[src/rtl/approx_err_sweep_ctrl.sv]
`default_nettype none
// +--------------------------------------------------------------------------+
// | approx_err_sweep_ctrl: exhaustive |a-b| error sweep of an approx circuit |
// | Rev 1.0                                                                  |
// +--------------------------------------------------------------------------+
module approx_err_sweep_ctrl #(
  parameter int N_IN        = 4,
  parameter int OUT_W       = 3,
  parameter int SETTLE      = 0,
  parameter int EARLY_ABORT = 0
) (
  input  logic              clk,
  input  logic              rst,
  input  logic              start,
  input  logic [OUT_W-1:0]  et,
  output logic [N_IN-1:0]   vec_out,
  input  logic [OUT_W-1:0]  approx_in,
  output logic              busy,
  output logic              done,
  output logic              pass,
  output logic [OUT_W-1:0]  max_err,
  output logic [N_IN:0]     err_count,
  output logic [N_IN-1:0]   worst_vec
);

  localparam int HALF = N_IN / 2;
  localparam logic [3:0] SETTLE_LD = 4'((SETTLE > 0) ? SETTLE - 1 : 0);

  typedef enum logic [1:0] {IDLE, DRIVE, SAMPLE, DONE} state_t;

  state_t             r_state, w_next;
  logic [OUT_W-1:0]   r_et;
  logic [3:0]         r_settle;

  logic [HALF-1:0]    w_a, w_b, w_absd;
  logic [OUT_W-1:0]   w_exact, w_max_next;
  logic [OUT_W:0]     w_diff, w_err;
  logic               w_new_worst, w_abort, w_last;

  assign w_a         = vec_out[HALF-1:0];
  assign w_b         = vec_out[N_IN-1:HALF];
  assign w_absd      = (w_a >= w_b) ? (w_a - w_b) : (w_b - w_a);
  assign w_exact     = OUT_W'(w_absd);
  // One extra bit keeps the signed difference unambiguous before taking magnitude
  assign w_diff      = {1'b0, approx_in} - {1'b0, w_exact};
  assign w_err       = w_diff[OUT_W] ? -w_diff : w_diff;
  assign w_new_worst = w_err > {1'b0, max_err};
  assign w_max_next  = w_new_worst ? w_err[OUT_W-1:0] : max_err;
  assign w_abort     = (EARLY_ABORT != 0) && (w_err > {1'b0, r_et});
  assign w_last      = &vec_out;

  assign busy = (r_state != IDLE);
  assign done = (r_state == DONE);

  always_ff @(posedge clk or posedge rst) begin
    if (rst) r_state <= IDLE;
    else     r_state <= w_next;
  end

  always_comb begin
    w_next = r_state;
    case (r_state)
      IDLE:    if (start) w_next = (SETTLE > 0) ? DRIVE : SAMPLE;
      DRIVE:   if (r_settle == 4'd0) w_next = SAMPLE;
      SAMPLE: begin
        if (w_abort || w_last) w_next = DONE;
        else                   w_next = (SETTLE > 0) ? DRIVE : SAMPLE;
      end
      DONE:    w_next = IDLE;
      default: w_next = IDLE;
    endcase
  end

  always_ff @(posedge clk or posedge rst) begin
    if (rst) begin
      r_et      <= '0;
      r_settle  <= '0;
      vec_out   <= '0;
      max_err   <= '0;
      err_count <= '0;
      worst_vec <= '0;
      pass      <= 1'b0;
    end else begin
      case (r_state)
        IDLE: begin
          if (start) begin
            r_et      <= et;
            r_settle  <= SETTLE_LD;
            vec_out   <= '0;
            max_err   <= '0;
            err_count <= '0;
            worst_vec <= '0;
            pass      <= 1'b0;
          end
        end
        DRIVE: begin
          if (r_settle != 4'd0) r_settle <= r_settle - 4'd1;
        end
        SAMPLE: begin
          if (w_err != '0) err_count <= err_count + (N_IN+1)'(1);
          // Strict compare: ties keep the earlier vector
          if (w_new_worst) begin
            max_err   <= w_err[OUT_W-1:0];
            worst_vec <= vec_out;
          end
          if (w_abort || w_last) begin
            pass <= (w_max_next <= r_et);
          end else begin
            vec_out  <= vec_out + N_IN'(1);
            r_settle <= SETTLE_LD;
          end
        end
        default: ;
      endcase
    end
  end

endmodule
`default_nettype wire
[config.mk]
export PLATFORM = sky130hd
export DESIGN_NAME = approx_err_sweep_ctrl
export DESIGN_NICKNAME = d
export VERILOG_FILES = /design/src/rtl/approx_err_sweep_ctrl.sv
export SDC_FILE = /design/constraint.sdc
export NUM_CORES = 1
export LEC_CHECK = 0
export BUFFER_PORTS_ARGS = -buffer_cell sky130_fd_sc_hd__buf_2
export CORE_MARGIN = 2
export CORE_UTILIZATION = 50
export CTS_CLUSTER_DIAMETER = 200
export DETAILED_ROUTE_END_ITERATION = 10
export PLACE_DENSITY_LB_ADDON = 0.25
export SLEW_MARGIN = 10
export SYNTH_ARGS = -nofsm -noshare
export SYNTH_HDL_FRONTEND = slang
export SYNTH_SLANG_ARGS = --single-unit
[constraint.sdc]
create_clock -name clk -period 10.8 [get_ports clk]
set_input_delay 1.08 -clock clk [delete_from_list [all_inputs] [get_ports clk]]
set_output_delay 1.08 -clock clk [all_outputs]
set_load 0.005 [all_outputs]
After elaboration in Yosys (flattened, before gate mapping). Index checks and enable logic that the tools add are counted.

Input bits: 9. Word-level logic and storage cells: 67. Register bits after elaboration: 26. Output and inout bits: 19.

Reductions and logical operators: 16. Magnitude comparators: 3. Add/sub/neg operators: 7. Mux-type cells: 23. Equality and inequality tests: 10.

Operator list (count): two-way mux 4 bit (6); one-hot mux 4 bit (2 select lines) (2); != test 2 bit (second input constant) (7); one-hot mux 4 bit (3 select lines) (1); AND reduction 3 bit (4); two-way mux 5 bit (2); one-hot mux 5 bit (2 select lines) (1); one-hot mux 2 bit (4 select lines) (1); AND reduction 4 bit (2); nonzero test 4 bit (2); two-way mux 2 bit (3); two-way mux 3 bit (2); one-hot mux 3 bit (2 select lines) (1); AND reduction 2 bit (3); adder 5 x 1 -> 5 bit (second input constant) (1); adder 4 x 1 -> 4 bit (second input constant) (1); equality test 2 bit (second input constant) (2); > comparator 4 x 3 -> 1 bit (1); zero test 4 bit (1); negation 4 bit (1); nonzero test 2 bit (2); subtractor 2 bit (2); subtractor 3 x 2 -> 4 bit (1); subtractor 4 x 1 -> 4 bit (second input constant) (1); other kinds (7) (9).

Depth between registers and ports, before layout.
Depth in word-level cells: 10. Depth in mapped cells: 23.

Worst setup path before layout. OpenSTA, ideal clock, no wires.

Path type: reg2reg. Start: reg vec_out[0]. End: reg pass. Path buffers: 0. Clock period less this slack: 4.707 ns. Path slack: 6.093 ns. Setup time: 0.083 ns. Data arrival time: 4.624 ns. Cell stages (with the launch flop): 21. Path through: dfrtp_1 > inv_1 > ha_1 > fa_1 > a31oi_1 > a21o_1 > fa_1 > ha_1 > o31a_2 > xor2_1 > inv_1 > ha_1 > nand3_1 > o21ai_0 > o21ai_2 > mux2_2 > ha_1 > a21o_1 > a21oi_1 > a31oi_1 > o21ai_0.

Longest elaborated chain between the ends: 10. Elaborated cells between the ends (all ways): 15. Those cells by class: add/sub: 4; order compare: 3; eq/ne: 1; mux: 5; reduce/logical: 2.

Ends and longest elaborated chain: from (decl) (line 16) `output logic [N_IN-1:0] vec_out,`; from (signal assigned) (line 109) `vec_out <= vec_out + N_IN'(1);`; subtractor 2 bit or greater-or-equal comparator 2 bit (tied branches) (line 42) `assign w_absd = (w_a >= w_b) ? (w_a - w_b) : (w_b - w_a);`; two-way mux 2 bit (line 42); subtractor 3 x 2 -> 4 bit (line 45) `assign w_diff = {1'b0, approx_in} - {1'b0, w_exact};`; negation 4 bit (line 46) `assign w_err = w_diff[OUT_W] ? -w_diff : w_diff;`; two-way mux 4 bit (line 46); > comparator 4 x 3 -> 1 bit (line 47) `assign w_new_worst = w_err > {1'b0, max_err};`; two-way mux 3 bit; <= comparator 3 bit (line 107) `pass <= (w_max_next <= r_et);`; two-way mux 1 bit (line 106) `if (w_abort || w_last) begin`; one-hot mux 1 bit (2 select lines) (line 84) `case (r_state)`; to (signal assigned) (line 107); to (decl) (line 20) `output logic pass,`.

Parallel ways exist; a longest one is shown, timed or not. The select of a mux whose other input is x is not followed. A chain may end at the register's enable or synchronous reset.

Final worst setup path. Same ends and word-level chain as after synthesis.

==> impl_results.rst <==
.. list-table::
   :header-rows: 1

   * - Metric
     - Value
   * - Placement Rows
     - 20
   * - Most common cell after layout, fill and taps aside
     - sky130_fd_sc_hd__buf_2
   * - Worst setup path startpoint
     - vec_out[0]
   * - Unique cell type count in the Yosys netlist
     - 40
   * - CTS Root Cell
     - sky130_fd_sc_hd__clkbuf_4
   * - Top-level port count
     - 28
   * - Max Clock Freq
     - 0.190 GHz
   * - Overall overflow remaining after global route
     - 0
   * - Number of DRC markers after the initial detailed-route iteration
     - 60
   * - Share of the core filled with cells
     - about 60%
   * - Initial antenna violation count
     - 0
   * - Tightest slew margin relative to the limit
     - 34.9%
   * - Post-DR wirelength/cell
     - between 10 and 15 um
   * - Post-route antenna net violation count
     - 0
   * - Post-CTS repair timing setup buffer count
     - 0
   * - Count of nets after finishing
     - ~240
   * - Initial Utilization
     - between 50% and 60%
   * - Wire length of the first global-routing pass
     - about 5.4 mm
   * - Final number of max-transition violations
     - 0
   * - Worst flop-to-flop path startpoint
     - vec_out[0]
   * - Die Height
     - between 60 and 70 um
   * - Setup repair after global routing missed its margin
     - no
   * - Capturing element of the worst setup path
     - pass
   * - Proportion of synthesized flip-flops having asynchronous set or reset
     - 100%
   * - Hold bufs inserted after CTS
     - 0
   * - Placer's final routability congestion estimate
     - 0.770
   * - YS warnings
     - 0
   * - Largest fanout of any net on the critical path
     - 8
   * - Post-Route WL
     - between 3 and 4 mm
   * - Diode insertion count for antenna repair
     - 0
   * - Vias in the first global route
     - approximately 1300
   * - Port buffer count
     - 27
   * - Number of nets in the synthesized netlist
     - about 210
   * - Post_cts resized
     - 0
   * - Clock edge transition at the registers on the reported setup and hold paths
     - about 150 ps
   * - Number of enable-type register cells in the synthesized netlist
     - 0
   * - Clock Latency Late Sink
     - 330 ps
   * - Sequential cell area fraction in the yosys report
     - 39.0%
   * - Final count of negative-setup-slack endpoints
     - 0
   * - Status
     - finished, final reports clean
   * - Fin crit share
     - 48.8%
   * - Type of element launching the critical path
     - register
   * - Core Footprint
     - 0.00310 mm2
   * - Detail-routed via count per cell
     - 5.46
   * - Worst min-delay path class
     - register to register
   * - Number of max-cap violations
     - 0
   * - Required time of the critical path
     - about 11000 ps
   * - Clock period minus worst slack
     - about 5300 ps
   * - Worst-case clock buffer depth
     - 2
   * - Area enclosed by the die boundary
     - 0.00382 mm2
   * - Placed wire-length estimate
     - ~2.7 mm
   * - Clock tree from TritonCTS
     - built
   * - Kind of end point of the critical path
     - register
   * - Worst Skew
     - around 18 ps
   * - Cell area after technology mapping
     - 0.00167 mm2
   * - R2R cell count
     - 20
   * - Primary FF master, synth
     - sky130_fd_sc_hd__dfrtp_1
   * - Gate count after technology mapping
     - between 150 and 200
   * - Overall Global Routing Usage
     - 19.6%
   * - Syn_area_per_cell
     - 9.22 um2
   * - Total of flip-flops plus latches after synthesis
     - 26
   * - Critical Path AT
     - approximately 5500 ps
   * - Worst Path Class, Setup
     - register to register
   * - Share of cells above drive strength 1
     - around 20%
   * - Total count of hold-check failures in the final report
     - 0
   * - Most frequent cells in the layout
     - 27 x sky130_fd_sc_hd__buf_2, 26 x sky130_fd_sc_hd__dfrtp_1, 25 x sky130_fd_sc_hd__nand2_1, 21 x sky130_fd_sc_hd__inv_1, 17 x sky130_fd_sc_hd__ha_1
   * - First-pass iteration count of the detailed router
     - 4
   * - Post-synthesis to final-layout area growth
     - 12.6%
   * - Total negative setup slack
     - 0 ps
   * - Number of fill cells in the layout
     - approximately 300
   * - Inserted Clock Buffers
     - 3
   * - Endpoint of the lowest-slack register-to-register path
     - pass
   * - Number of sinks on the clock net
     - 26
   * - H-tree depth
     - 1
   * - Routed vias
     - roughly 1400
   * - Die span in x
     - roughly 62 um
   * - Detailed-route DRC error count
     - 0
   * - Setup slack on the worst flop-to-flop path
     - ~5500 ps
   * - Slew of the pin with the lowest slew margin
     - roughly 980 ps
   * - Largest net degree at the start of global routing
     - 27
==> routing by layer <==
layer	GRT usage (%)	wire [um]	up-vias
li1	-	-	669
met2	35.0	1760	37
met1	24.1	1480	667
met4	6.08	14	0
met3	3.31	118	2
met5	0	0	-
==> worst min path at each step <==
stage,slack (ps),startpoint,endpoint,cells after the start
floorplan,450,r_et[0],r_et[0],2
global placement,470,r_et[0],r_et[0],2
detailed placement,480,r_et[0],r_et[0],2
CTS,510,r_et[0],r_et[0],2
global route,550,r_settle[1],r_settle[1],2
finish,510,r_et[0],r_et[0],2
==> cell type report <==
class	instances	area [um2]	area share, %
tap	44	55.1	2.93
sequential	26	651	34.6
clock buffer	4	36.3	1.93
multi-input combinational	130	923	49.1
timing repair buffer	27	135	7.19
inverter	21	78.8	4.19
==> flip-flops by register name, indices dropped and copies added, names as in the netlist <==
| register | cells |
|---|---|
| err_count | 5 |
| r_settle | 4 |
| vec_out | 4 |
| worst_vec | 4 |
| max_err | 3 |
| r_et | 3 |
| r_state | 2 |
| pass | 1 |
==> cell usage after synthesis (2+ instances only) <==
cell type,count,area (um2)
sky130_fd_sc_hd__a32o_1,2,20.0
sky130_fd_sc_hd__nand2_1,25,93.8
sky130_fd_sc_hd__inv_1,21,78.8
sky130_fd_sc_hd__mux2i_1,7,70.1
sky130_fd_sc_hd__o21ai_0,11,55.1
sky130_fd_sc_hd__a31oi_1,4,25.0
sky130_fd_sc_hd__and2_1,2,12.5
sky130_fd_sc_hd__fa_1,2,40.0
sky130_fd_sc_hd__xor2_1,3,26.3
sky130_fd_sc_hd__a21o_1,3,22.5
sky130_fd_sc_hd__a21oi_1,5,25.0
sky130_fd_sc_hd__nor2_1,9,33.8
sky130_fd_sc_hd__nand4_1,2,12.5
sky130_fd_sc_hd__nand3_1,8,40.0
sky130_fd_sc_hd__or2_2,3,18.8
sky130_fd_sc_hd__dfrtp_1,26,651
sky130_fd_sc_hd__clkbuf_1,3,11.3
sky130_fd_sc_hd__nand2b_1,6,37.5
sky130_fd_sc_hd__ha_1,17,213
sky130_fd_sc_hd__o2bb2ai_1,2,17.5
==> cells by family (layout without fill, tap and decap cells) <==
logic type / Yosys count / count (layout) / synth area share [%]
xor+xnor: 4 / 4 / 2.10
fa+ha+maj: 19 / 19 / 15.1
simple gates: 65 / 65 / 19.9
flops: 26 / 26 / 39.0
mux: 8 / 8 / 4.87
compound gates: 34 / 34 / 13.3
buf+inv: 25 / 52 / 5.70
==> per-stage QoR <==
| stage | cells | hold WS (ps) | cell area [um2] | worst slack [ps] |
|---|---|---|---|---|
| 2_1_floorplan | 181 | 452 | 1670 | 6090 |
| 3_3_place_gp | 248 | 475 | 1840 | 5840 |
| 3_5_place_dp | 248 | 480 | 1840 | 5590 |
| 4_1_cts | 252 | 511 | 1880 | 5590 |
| 5_1_grt | 252 | 549 | 1880 | 5270 |
| 6_report | 252 | 507 | 1880 | 5530 |
==> critical path: stages, from the launching register on <==
cell,delay [ps]
sky130_fd_sc_hd__dfrtp_1,430
sky130_fd_sc_hd__inv_1,120
sky130_fd_sc_hd__ha_1,230
sky130_fd_sc_hd__fa_1,480
sky130_fd_sc_hd__a31oi_1,40
sky130_fd_sc_hd__a21o_1,190
sky130_fd_sc_hd__fa_1,530
sky130_fd_sc_hd__ha_1,230
sky130_fd_sc_hd__o31a_2,340
sky130_fd_sc_hd__xor2_1,460
sky130_fd_sc_hd__inv_1,130
sky130_fd_sc_hd__ha_1,310
sky130_fd_sc_hd__nand3_1,80
sky130_fd_sc_hd__o21ai_0,110
sky130_fd_sc_hd__o21ai_2,310
sky130_fd_sc_hd__mux2_2,380
sky130_fd_sc_hd__ha_1,290
sky130_fd_sc_hd__a21o_1,160
sky130_fd_sc_hd__a21oi_1,140
sky130_fd_sc_hd__a31oi_1,60
sky130_fd_sc_hd__o21ai_0,160
Power is left out: the tool's default activity adds up to more than one toggle a clock period on the data nets, which glitch-free logic cannot reach.
